**config.mk**
```make
export PLATFORM = sky130hd
export DESIGN_NAME = bus_arbiter85_flat
export DESIGN_NICKNAME = d
export VERILOG_FILES = /design/src/rtl/bus_arbiter85_if.sv /design/src/rtl/bus_arbiter85.sv /design/src/flat_wrapper.sv
export SDC_FILE = /design/constraint.sdc
export NUM_CORES = 1
export LEC_CHECK = 0
export ABC_AREA = 1
export ABC_CLOCK_PERIOD_IN_PS = 1940
export CAP_MARGIN = 10
export CORE_UTILIZATION = 54
export DETAILED_ROUTE_END_ITERATION = 8
export GPL_TIMING_DRIVEN = 0
export PLACE_DENSITY_LB_ADDON = 0.15
export SETUP_SLACK_MARGIN = 0.4
export SLEW_MARGIN = 20
export SYNTH_ARGS = -nofsm -noshare
export SYNTH_HDL_FRONTEND = slang
export SYNTH_SLANG_ARGS = --single-unit
```
**constraint.sdc**
```tcl
create_clock -name clk -period 1.94 [get_ports clk]
set_input_delay 0.291 -clock clk [delete_from_list [all_inputs] [get_ports clk]]
set_output_delay 0.291 -clock clk [all_outputs]
set_load 0.02 [all_outputs]
```
**src/rtl/bus_arbiter85_if.sv**
```systemverilog
// bus_arbiter85_if: groups the HOLD/HLDA handshake and grant signals shared
// between the 8085 bus arbiter and the system around it.
//   req   requester lines, level, one per requester (NREQ bits)
//   hlda  hold acknowledge from the core
//   hold  hold request to the core
//   gnt   one-hot bus grant (NREQ bits)
//   gid   index of the granted requester (IDXSIZE bits)
//   busy  arbiter is in any state other than IDLE
// Modports: master = arbiter side, slave = requesters/core side.
interface bus_arbiter85_if #(
    parameter int unsigned NREQ    = 4,
    parameter int unsigned IDXSIZE = 2
);
    logic [NREQ-1:0]    req;
    logic               hlda;
    logic               hold;
    logic [NREQ-1:0]    gnt;
    logic [IDXSIZE-1:0] gid;
    logic               busy;

    modport master (
        input  req,
        input  hlda,
        output hold,
        output gnt,
        output gid,
        output busy
    );

    modport slave (
        output req,
        output hlda,
        input  hold,
        input  gnt,
        input  gid,
        input  busy
    );
endinterface

```
**src/rtl/bus_arbiter85.sv**
```systemverilog
// bus_arbiter85: shares the 8085 external bus between NREQ requesters using
// the core's HOLD/HLDA handshake. Raises hold, waits for hlda, grants the bus
// one-hot to a round-robin winner, then hands the bus back to the core with
// at least one IDLE cycle between grants. All outputs are registered.
// Ports:
//   clk   system clock, all state changes on posedge
//   rst_  asynchronous active-low reset
//   bus   bus_arbiter85_if.master (req, hlda in; hold, gnt, gid, busy out)
// Optional feature: define BURST_LIMIT_EN to cap every grant at exactly
// MAXBURST clk cycles; without it a grant lasts until req or hlda falls.
module bus_arbiter85 #(
    parameter int unsigned NREQ     = 4,
    parameter int unsigned IDXSIZE  = 2,
    parameter int unsigned MAXBURST = 16
) (
    input  logic              clk,
    input  logic              rst_,
    bus_arbiter85_if.master   bus
);
    typedef enum logic [1:0] {IDLE, HREQ, GRANT, RELS} state_t;

    state_t             state, state_nx;
    logic [IDXSIZE-1:0] winner, winner_nx;
    logic [IDXSIZE-1:0] rr_ptr, rr_ptr_nx;
    logic [IDXSIZE-1:0] gid_q, gid_nx;
    logic               granted, granted_nx;
    logic               hold_q, hold_nx;
    logic               busy_q, busy_nx;
    logic [NREQ-1:0]    gnt_q, gnt_nx;
    logic [IDXSIZE-1:0] pick;
    logic               pick_valid;

`ifdef BURST_LIMIT_EN
    localparam int unsigned CNTW = (MAXBURST > 1) ? $clog2(MAXBURST) : 1;
    logic [CNTW-1:0] cnt, cnt_nx;
`endif

    // First asserted request at or after rr_ptr, wrapping NREQ-1 -> 0.
    always_comb begin
        int unsigned idx;
        pick       = '0;
        pick_valid = 1'b0;
        idx        = 0;
        for (int unsigned i = 0; i < NREQ; i++) begin
            idx = (32'(rr_ptr) + i) % NREQ;
            if (!pick_valid && bus.req[idx]) begin
                pick       = IDXSIZE'(idx);
                pick_valid = 1'b1;
            end
        end
    end

    always_comb begin
        state_nx   = state;
        winner_nx  = winner;
        rr_ptr_nx  = rr_ptr;
        granted_nx = granted;
        gid_nx     = gid_q;
        gnt_nx     = '0;
`ifdef BURST_LIMIT_EN
        cnt_nx     = cnt;
`endif
        case (state)
            IDLE: begin
                // A spurious hlda here is ignored: no grant without hold.
                if (pick_valid) begin
                    state_nx   = HREQ;
                    winner_nx  = pick;
                    granted_nx = 1'b0;
                end
            end
            HREQ: begin
                // Request withdrawal wins over a simultaneous hlda rise.
                if (!bus.req[winner]) begin
                    state_nx = RELS;
                end else if (bus.hlda) begin
                    state_nx        = GRANT;
                    granted_nx      = 1'b1;
                    gid_nx          = winner;
                    gnt_nx[winner]  = 1'b1;
`ifdef BURST_LIMIT_EN
                    cnt_nx          = '0;
`endif
                end
            end
            GRANT: begin
                if (!bus.req[winner] || !bus.hlda) begin
                    state_nx = RELS;
                end
`ifdef BURST_LIMIT_EN
                else if (cnt == CNTW'(MAXBURST - 1)) begin
                    state_nx = RELS;
                end
`endif
                else begin
                    gnt_nx[winner] = 1'b1;
`ifdef BURST_LIMIT_EN
                    cnt_nx         = cnt + 1'b1;
`endif
                end
            end
            RELS: begin
                // Pointer only moves past a requester that actually got the bus.
                if (!bus.hlda) begin
                    state_nx = IDLE;
                    if (granted) begin
                        rr_ptr_nx = IDXSIZE'((32'(winner) + 1) % NREQ);
                    end
                end
            end
            default: state_nx = IDLE;
        endcase
        hold_nx = (state_nx == HREQ) || (state_nx == GRANT);
        busy_nx = (state_nx != IDLE);
    end

    always_ff @(posedge clk or negedge rst_) begin
        if (!rst_) begin
            state   <= IDLE;
            winner  <= '0;
            rr_ptr  <= '0;
            granted <= 1'b0;
            gid_q   <= '0;
            gnt_q   <= '0;
            hold_q  <= 1'b0;
            busy_q  <= 1'b0;
`ifdef BURST_LIMIT_EN
            cnt     <= '0;
`endif
        end else begin
            state   <= state_nx;
            winner  <= winner_nx;
            rr_ptr  <= rr_ptr_nx;
            granted <= granted_nx;
            gid_q   <= gid_nx;
            gnt_q   <= gnt_nx;
            hold_q  <= hold_nx;
            busy_q  <= busy_nx;
`ifdef BURST_LIMIT_EN
            cnt     <= cnt_nx;
`endif
        end
    end

    assign bus.hold = hold_q;
    assign bus.gnt  = gnt_q;
    assign bus.gid  = gid_q;
    assign bus.busy = busy_q;
endmodule

```
**src/flat_wrapper.sv**
```systemverilog
// flat-port wrapper written by rule: the top's interface ports become plain ports
module bus_arbiter85_flat 
#(
    parameter int unsigned NREQ     = 4,
    parameter int unsigned IDXSIZE  = 2,
    parameter int unsigned MAXBURST = 16
)
  (clk, rst_, bus_req, bus_hlda, bus_hold, bus_gnt, bus_gid, bus_busy);
  bus_arbiter85_if #(.NREQ(NREQ), .IDXSIZE(IDXSIZE)) bus_i ();
  input  logic clk;
  input  logic rst_;
  input wire logic [$bits(bus_i.req)-1:0] bus_req;
  input wire logic [$bits(bus_i.hlda)-1:0] bus_hlda;
  output wire logic [$bits(bus_i.hold)-1:0] bus_hold;
  output wire logic [$bits(bus_i.gnt)-1:0] bus_gnt;
  output wire logic [$bits(bus_i.gid)-1:0] bus_gid;
  output wire logic [$bits(bus_i.busy)-1:0] bus_busy;
  assign bus_i.req = bus_req;
  assign bus_i.hlda = bus_hlda;
  assign bus_hold = bus_i.hold;
  assign bus_gnt = bus_i.gnt;
  assign bus_gid = bus_i.gid;
  assign bus_busy = bus_i.busy;
  bus_arbiter85 #(.NREQ(NREQ), .IDXSIZE(IDXSIZE), .MAXBURST(MAXBURST)) u_core (.clk(clk), .rst_(rst_), .bus(bus_i));
endmodule
```
== After elaboration in Yosys (flattened, before gate mapping) ==
Cells that the tools add are included.
Cells by class
  eq/ne operators: 8
  $lt $le $gt $ge: 6
  mux-type cells: 34
  $add $sub $neg: 4
  reduce and logical (&&, ||, !) cells: 18
  bitwise logic cells: 1
Operators by type and width (number)
  2-bit two-way mux: 9
  2-bit by 3-bit less-than comparator with 1-bit output, second input constant: 5
  1-bit two-way mux: 13
  4-bit two-way mux: 3
  1-bit binary-select mux with 2-bit select: 5
  2-bit case mux with 4 select lines: 1
  4-bit case mux with 2 select lines: 1
  2-bit equality test, second input constant: 3
  3-bit AND reduction: 2
  1-bit zero test: 5
  2-bit by 1-bit adder with 2-bit output, second input constant: 2
  2-bit adder, second input constant: 2
  2-bit by 1-bit equality test with 1-bit output, second input constant: 2
  1-bit logical AND: 4
  2-bit by 1-bit inequality test with 1-bit output, second input constant: 2
  4-bit AND reduction: 1
  2-bit nonzero test: 2
  1-bit demux with 2-bit select: 1
  2-bit by 1-bit greater-or-equal comparator with 1-bit output, second input constant: 1
  2-bit zero test: 1
  1-bit logical OR: 2
  2-bit inequality test, second input constant: 1
  1-bit case mux with 2 select lines: 1
  2-bit AND reduction: 1
  1-bit NOT: 1
Storage, ports and cells
  register bits after elaboration: 15
  bits of input ports: 7
  output and inout port bits: 8

== Depth between registers and ports, before layout ==
Gate-level depths: netlist (run 1).
  depth in word-level cells: 16
  depth in mapped cells: 13
  gate-level depth less buffers: 13

== Worst setup path before layout (run 1) ==
No wires, ideal clock.
  kind: register to register
  start point: register u_core.rr_ptr[0]
  end point: register u_core.hold_q, in the netlist u_core.bus.hold
  arrival time: 1.486 ns
  period minus slack after synthesis: 1.611 ns
  required time: 1.814 ns
  library setup time: 0.126 ns
  cell stages (with the launch flop): 12
  path buffers: 1
  slack: 0.329 ns
  cells stage by stage: dfrtp_1 > buf_6 > nand2_1 > nand2_2 > nand2_2 > nand2_4 > nor2_8 > nand3_4 > inv_2 > nand2_2 > o21ai_2 > ha_1
On the way
  longest elaborated chain between the ends: 16
Ends and longest elaborated chain
  from (decl): RTL line bus_arbiter85.sv:24  | logic [IDXSIZE-1:0] rr_ptr, rr_ptr_nx;
  from (signal assigned): RTL line bus_arbiter85.sv:133  | rr_ptr <= rr_ptr_nx;
  branches (longest 11 deep; another with 2-bit by 1-bit adder with 2-bit output)
  1-bit two-way mux (*): RTL line bus_arbiter85.sv:46  | if (!pick_valid && bus.req[idx]) begin
  2-bit two-way mux (*): RTL line bus_arbiter85.sv:66  | if (pick_valid) begin
  2-bit case mux with 4 select lines (*): RTL line bus_arbiter85.sv:63  | case (state)
  2-bit by 1-bit equality test with 1-bit output or 2-bit equality test (tied branches): RTL line bus_arbiter85.sv:113  | hold_nx = (state_nx == HREQ) || (state_nx == GRANT);
  1-bit logical OR (*): RTL line bus_arbiter85.sv:113
  via u_core.hold_nx: RTL line bus_arbiter85.sv:27  | logic hold_q, hold_nx;
  to (signal assigned): RTL line bus_arbiter85.sv:137  | hold_q <= hold_nx;
  to (decl): RTL line bus_arbiter85.sv:27
Mark *: on every way through the listed nets, which the timed path passes. The select of a mux whose other input is x is not followed.
A chain may end at the register's enable or synchronous reset.

== Worst setup path in the final report (run 1) ==
Ends and elaborated chain as after synthesis.

==> flow_summary_export.csv, run 1 <==
group,metric,value,unit
status,status,"complete, no violations",
sta,fmax,586,MHz
critical_path,critPathMaxFanout,6,
layout,final_area,1510,µm²
critical_path,reg2reg_to,"u_core.bus.hold",
layout,multiInputGateArea,714,µm²
layout,diodes,0,
clock_tree,cts_tree,"built",
layout,final_common_cell,"nand2_1",
sta,fin_setup_tns,0,ns
critical_path,r2r_cells,11,
yosys,syn_area_per_cell,7.84,µm²
power_and_ir_drop,power,2.61,mW
global_route,grt_use_met3,5.66,%
place,numPortBuffers,14,
layout,layout_common_cells,"39 x nand2_1, 15 x inv_1, 13 x buf_4",
layout,regArea,379,µm²
drt,drt_wl_total,2.54,mm
place,placed_cell_area,1290,µm²
die,die_w,47.6,µm
sta,holdWs,0.388,ns
die,rows,16,
power_and_ir_drop,power.density,1730,nW/µm²
global_route,grt_use_total,22.4,%
sta,layout_min_cycle_time,1.71,ns
job,maxCapViolCount,0,
sta,slew_violations,0,
layout,drive_gt1_share,35.1,%
global_route,grt_max_degree,16,
clock_tree,root_buffer,"clkbuf_4",
critical_path,r2r-start,"u_core.rr_ptr[0]",
layout,syn_to_final_growth,34.6,%
place,place_congestion,0.751,
global_route,antenna_found_initial,0,
clock_tree,clk_pin_slew_worst_paths,0.10,ns
yosys,yosysUniqueCellTypes,23,
critical_path,crit_chain,"buf_6 > nand2_4 > nand2_4 > nand2_4 > nand2_4 > nor2_8 > nand3_4 > inv_2 > nand2_2 > o21ai_4 > ha_4",
yosys,ys.warnings.count,0,
clock_tree,htree_levels,1,
critical_path,setup.worst_path.start_class,"flop",
clock_tree,insertion_delay,0.29,ns
place,dp_hpwl,1.71,mm
place,place_inst,184,
critical_path,slowest_delay,0.46,ns
critical_path,path_common_cell,"nand2_4",
layout,final_net_count,192,
power_and_ir_drop,p_leak,0.878,nW
critical_path,end_kind,"flop",
die,ios,15,
layout,fill_cells,154,
place,pre_cts_slack,-0.138,ns
sta,setup_viol,0,
yosys,synthesis.area,1120,µm²
critical_path,cp.required,2.11,ns
die,start_util,57.1,%
sta,worst_pin_slew,0.642,ns
global_route,top_usage_layer,"met2",
yosys,yosysSeqAreaShare,33.5,%
critical_path,arrival,1.87,ns
min_path,hp-class,"in -> async",
die,fp.dieH,47.6,µm
clock_tree,postCtsHoldBufs,0,
critical_path,critPathKind,"reg -> reg",
yosys,synth_seq_cells,15,
global_route,grt_use_met1,27.7,%
power_and_ir_drop,vdd_drop_max,1.21,mV
global_route,grt_pass1_vias,853,
drt,first_iter_violations,26,
drt,drc,0,
critical_path,crit_slowest_cell,"dfrtp_2",
drt,ant_nets,0,
global_route,overflow,0,
drt,num_vias,1020,
drt,viasPerCell,5.07,
layout,fin_cells,201,
critical_path,r2r_slack,0.23,ns
sta,rsz0062_at_grt,"yes",
sta,hold_viol_final,0,
global_route,grt_pass1_wl,3.56,mm
die,core-area,1960,µm²
sta,max_slew_margin,57.1,%
sta,layout_setup_ws,0.234,ns
yosys,syn_nets,160,
global_route,use_met2,41.1,%
clock_tree,clock-sinks,15,
yosys,syn_inst,143,
drt,firstDrtPassIters,4,
sta,period_share,87.9,%
layout,final_util,76.9,%
clock_tree,clockBufferDepth,2,
drt,wl_per_cell,12.6,µm
clock_tree,cts_buffers,3,
sta,finClkSkew,0.0182,ns
die,die_area,2260,µm²
==> registers in the layout (all words and copies together), names as in the netlist <==
name             count
u_core.bus.gnt       4
u_core.bus.gid       2
u_core.rr_ptr        2
u_core.state         2
u_core.winner        2
u_core.bus.busy      1
u_core.bus.hold      1
u_core.granted       1
==> worst max-delay path, delay by kind of cell, from the launching register on <==
family / cells / cell delay, ns
AO/OA/AOI/OAI: 1 / 0.17
buffers and inverters: 2 / 0.24
adder cells (fa/ha/maj): 1 / 0.22
flip-flops: 1 / 0.46
AND/OR/NAND/NOR: 7 / 0.48
==> worst max-delay path by stage <==
stage | start | end | depth (start not counted)
2_1_floorplan | u_core.rr_ptr[0] | u_core.bus.hold | 11
3_3_place_gp | bus_req[3] | u_core.bus.hold | 10
3_5_place_dp | bus_req[3] | u_core.bus.hold | 10
4_1_cts | u_core.rr_ptr[0] | u_core.bus.hold | 11
5_1_grt | u_core.rr_ptr[0] | u_core.bus.hold | 9
6_report | u_core.rr_ptr[0] | u_core.bus.hold | 11
==> cells in the mapped netlist <==
library cell	count	area, µm²
or2_2	1	6.26
inv_1	17	63.8
o31ai_1	1	7.51
o21ai_2	3	26.3
buf_6	1	11.3
o21ai_0	6	30.0
nor3b_1	4	30.0
nand2_1	43	161
nand3_1	5	25.0
dfrtp_1	15	375
nand2_2	9	56.3
inv_2	6	22.5
o211ai_1	1	7.51
o21ai_1	1	5.00
ha_1	10	125
nor2_1	5	18.8
nand4_1	2	12.5
nor2_8	1	20.0
a21oi_1	3	15.0
nand2_4	5	56.3
nand3_2	2	20.0
o21a_1	1	7.51
nand3_4	1	17.5
==> where the power goes <==
| part | leakage [nW] | internal (mW) | switching [mW] |
|---|---|---|---|
| clock | 0.0177 | 0.0765 | 0.0990 |
| sequential | 0.185 | 0.440 | 0.114 |
| combinational | 0.675 | 0.806 | 1.08 |
==> cell families (layout without fill, tap and decap cells) <==
| family | Yosys count | after routing | share of synthesized area, % |
|---|---|---|---|
| adder cells (fa/ha/maj) | 10 | 10 | 11.2 |
| AO/OA/AOI/OAI | 16 | 16 | 8.82 |
| buffers and inverters | 24 | 55 | 8.71 |
| flip-flops | 15 | 15 | 33.5 |
| AND/OR/NAND/NOR | 78 | 78 | 37.8 |
==> per-layer routing <==
layer  part of all wire, %  vias to the layer above
met5                     0                        -
met4                     0                        0
met3                   3.7                        0
met2                    54                       29
met1                    43                      485
li1                      -                      506
==> cell type report <==
type	instances	share of cell area, %
sequential	15	25.1
timing repair buffer	27	16.8
multi-input combinational	104	47.3
clock buffer	3	1.49
inverter	23	5.89
buffer	1	0.746
tap	27	2.24
clock inverter	1	0.332
==> timing repair <==
action / 4_1_cts / 5_1_grt
pin swaps: 7 / 11
hold endpoints to repair: 0 / 0
resized for setup: 8 / 24
setup buffers: 6 / 6
endpoints found under the setup margin: 4 / 15
cloned: 1 / 0
(Power assumes the default switching activity.)
==> run 2, diff against run 1 <==
- CORE_MARGIN: not set -> 2
- RECOVER_POWER: not set -> 100
==> run 2 against run 1 <==
Compared with the run above:
- die area increased by 8.6%
- non-clock buffer count increased by 5
- hold slack improved by 0.076 ns
- highest routed layer is now met4
- first-iteration DRC count increased by 3.8%
- largest cell class unchanged
- largest power group unchanged
- clock-buffer cell count increased by 1
- critical path type unchanged
- routed wire length increased by 12%
- critical path depth unchanged
==> flow_summary_export.csv, run 2 (synthesis gave the netlist of run 1 again) <==
group,metric,value,unit
power_and_ir_drop,internal_power,1.36,mW
clock_tree,root_buffer,"clkbuf_4",
sta,setup_viol,0,
critical_path,end_kind,"flop",
die,ios,15,
die,die_w,49.6,µm
clock_tree,clk_pin_slew_worst_paths,0.09,ns
global_route,grt_pass1_vias,1015,
min_path,hp-class,"in -> async",
global_route,grt_max_degree,16,
global_route,grt_use_met3,6.36,%
power_and_ir_drop,p_leak,0.790,nW
clock_tree,htree_levels,1,
clock_tree,cts_buffers,3,
layout,fill_cells,153,
job,maxCapViolCount,0,
drt,wl_per_cell,13.8,µm
place,place_congestion,0.841,
global_route,overflow,0,
sta,finClkSkew,0.00532,ns
clock_tree,clock-sinks,15,
drt,ant_nets,0,
sta,max_slew_margin,57.2,%
power_and_ir_drop,p_switching,1.31,mW
global_route,grt_pass1_wl,4.31,mm
power_and_ir_drop,seq_power_share,21.1,%
drt,num_vias,1072,
critical_path,slowest_delay,0.46,ns
global_route,grt_use_met1,26.2,%
power_and_ir_drop,power.density,1790,nW/µm²
clock_tree,cts_tree,"built",
global_route,antenna_found_initial,0,
drt,drc,0,
layout,diodes,0,
place,place_inst,184,
status,status,"complete, no violations",
layout,fin_cells,206,
critical_path,arrival,1.95,ns
power_and_ir_drop,combPwrFrac,72.4,%
die,core-area,1960,µm²
layout,final_util,76.0,%
sta,period_share,91.8,%
sta,rsz0062_at_grt,"yes",
die,die_area,2460,µm²
layout,final_net_count,197,
critical_path,crit_chain,"buf_6 > buf_6 > nand2_4 > nand2_2 > nand2_1 > o21ai_4 > nand3_4 > inv_1 > nand2_2 > o21ai_4 > ha_4",
sta,fmax,561,MHz
drt,firstDrtPassIters,4,
power_and_ir_drop,power,2.68,mW
sta,worst_pin_slew,0.640,ns
layout,regArea,377,µm²
power_and_ir_drop,vdd_drop_max,1.21,mV
die,rows,16,
critical_path,cp.required,2.11,ns
critical_path,r2r_slack,0.16,ns
layout,syn_to_final_growth,33.0,%
global_route,top_usage_layer,"met2",
place,dp_hpwl,1.73,mm
clock_tree,insertion_delay,0.28,ns
global_route,use_met2,40.0,%
sta,layout_min_cycle_time,1.78,ns
layout,drive_gt1_share,31.3,%
critical_path,crit_slowest_cell,"dfrtp_1",
critical_path,critPathKind,"reg -> reg",
layout,largest_reg_flops,4,
sta,slew_violations,0,
place,numPortBuffers,14,
global_route,grt_use_total,22.5,%
die,start_util,57.1,%
power_and_ir_drop,p_sw_share,49.0,%
critical_path,setup.worst_path.start_class,"flop",
sta,hold_viol_final,0,
drt,drt_wl_total,2.84,mm
die,fp.dieH,49.6,µm
critical_path,critPathMaxFanout,6,
layout,multiInputGateArea,716,µm²
layout,layout_common_cells,"40 x nand2_1, 18 x inv_1, 16 x buf_4",
power_and_ir_drop,clockPowerShare,6.5,%
clock_tree,clockBufferDepth,2,
drt,viasPerCell,5.20,
layout,final_common_cell,"nand2_1",
drt,first_iter_violations,27,
==> run 2: layout make-up <==
cell class / count / share of cell area, %
multi-input combinational: 104 / 48.0
sequential: 15 / 25.3
timing repair buffer: 32 / 16.2
inverter: 23 / 5.79
tap: 27 / 2.27
clock buffer: 4 / 1.76
buffer: 1 / 0.755
==> run 2: routing by layer <==
layer / up-vias / part of all wire [%]
met5: - / 0
met2: 41 / 53
met1: 508 / 40
li1: 516 / -
met4: 0 / 1.2
met3: 7 / 5.4
==> run 2: worst paths after layout <==
path	from	end	cells past startpoint
min reg2reg	u_core.bus.gid[0]	u_core.bus.gid[0]	2
max in group asynchronous	rst_	u_core.rr_ptr[1]	1
min	rst_	u_core.bus.gid[0]	1
max	u_core.rr_ptr[0]	u_core.bus.hold	11
min in group clk	u_core.bus.gid[0]	u_core.bus.gid[0]	2
max reg2reg	u_core.rr_ptr[0]	u_core.bus.hold	11
==> run 2: metrics by stage <==
step	hold WS, ns	worst slack, ns	setup TNS, ns	area, µm²
after floorplan	-0.00459	0.329	0	1120
after global placement	0.457	-0.142	-0.225	1290
after detailed placement	0.481	-0.173	-0.291	1290
after CTS	0.420	0.227	0	1420
after global routing	0.505	0.0830	0	1490
final	0.465	0.159	0	1490
==> run 2: what timing repair did <==
| action | in CTS | in global routing |
|---|---|---|
| buffers inserted | 10 | 8 |
| hold buffers | 0 | 0 |
| setup endpoints to repair | 5 | 15 |
| pin swaps | 8 | 16 |
| resized for setup | 13 | 21 |
==> run 2: worst max-delay path, delay by kind of cell (launching register included) <==
| kind | cells | cell delay, ns |
|---|---|---|
| fa+ha+maj | 1 | 0.22 |
| compound gates | 2 | 0.27 |
| flops | 1 | 0.46 |
| buf+inv | 3 | 0.36 |
| simple gates | 5 | 0.35 |
==> run 2: power by group through the flow <==
| stage | Sequential [mW] | Clock [mW] | Combinational (mW) |
|---|---|---|---|
| 6_report | 0.564 | 0.174 | 1.94 |
| 3_3_place_gp | 0.547 | 0 | 1.39 |
| 3_5_place_dp | 0.555 | 0 | 1.44 |
| 4_1_cts | 0.554 | 0.182 | 1.67 |
| 5_1_grt | 0.574 | 0.203 | 2.13 |
| 2_1_floorplan | 0.589 | 0 | 1.07 |
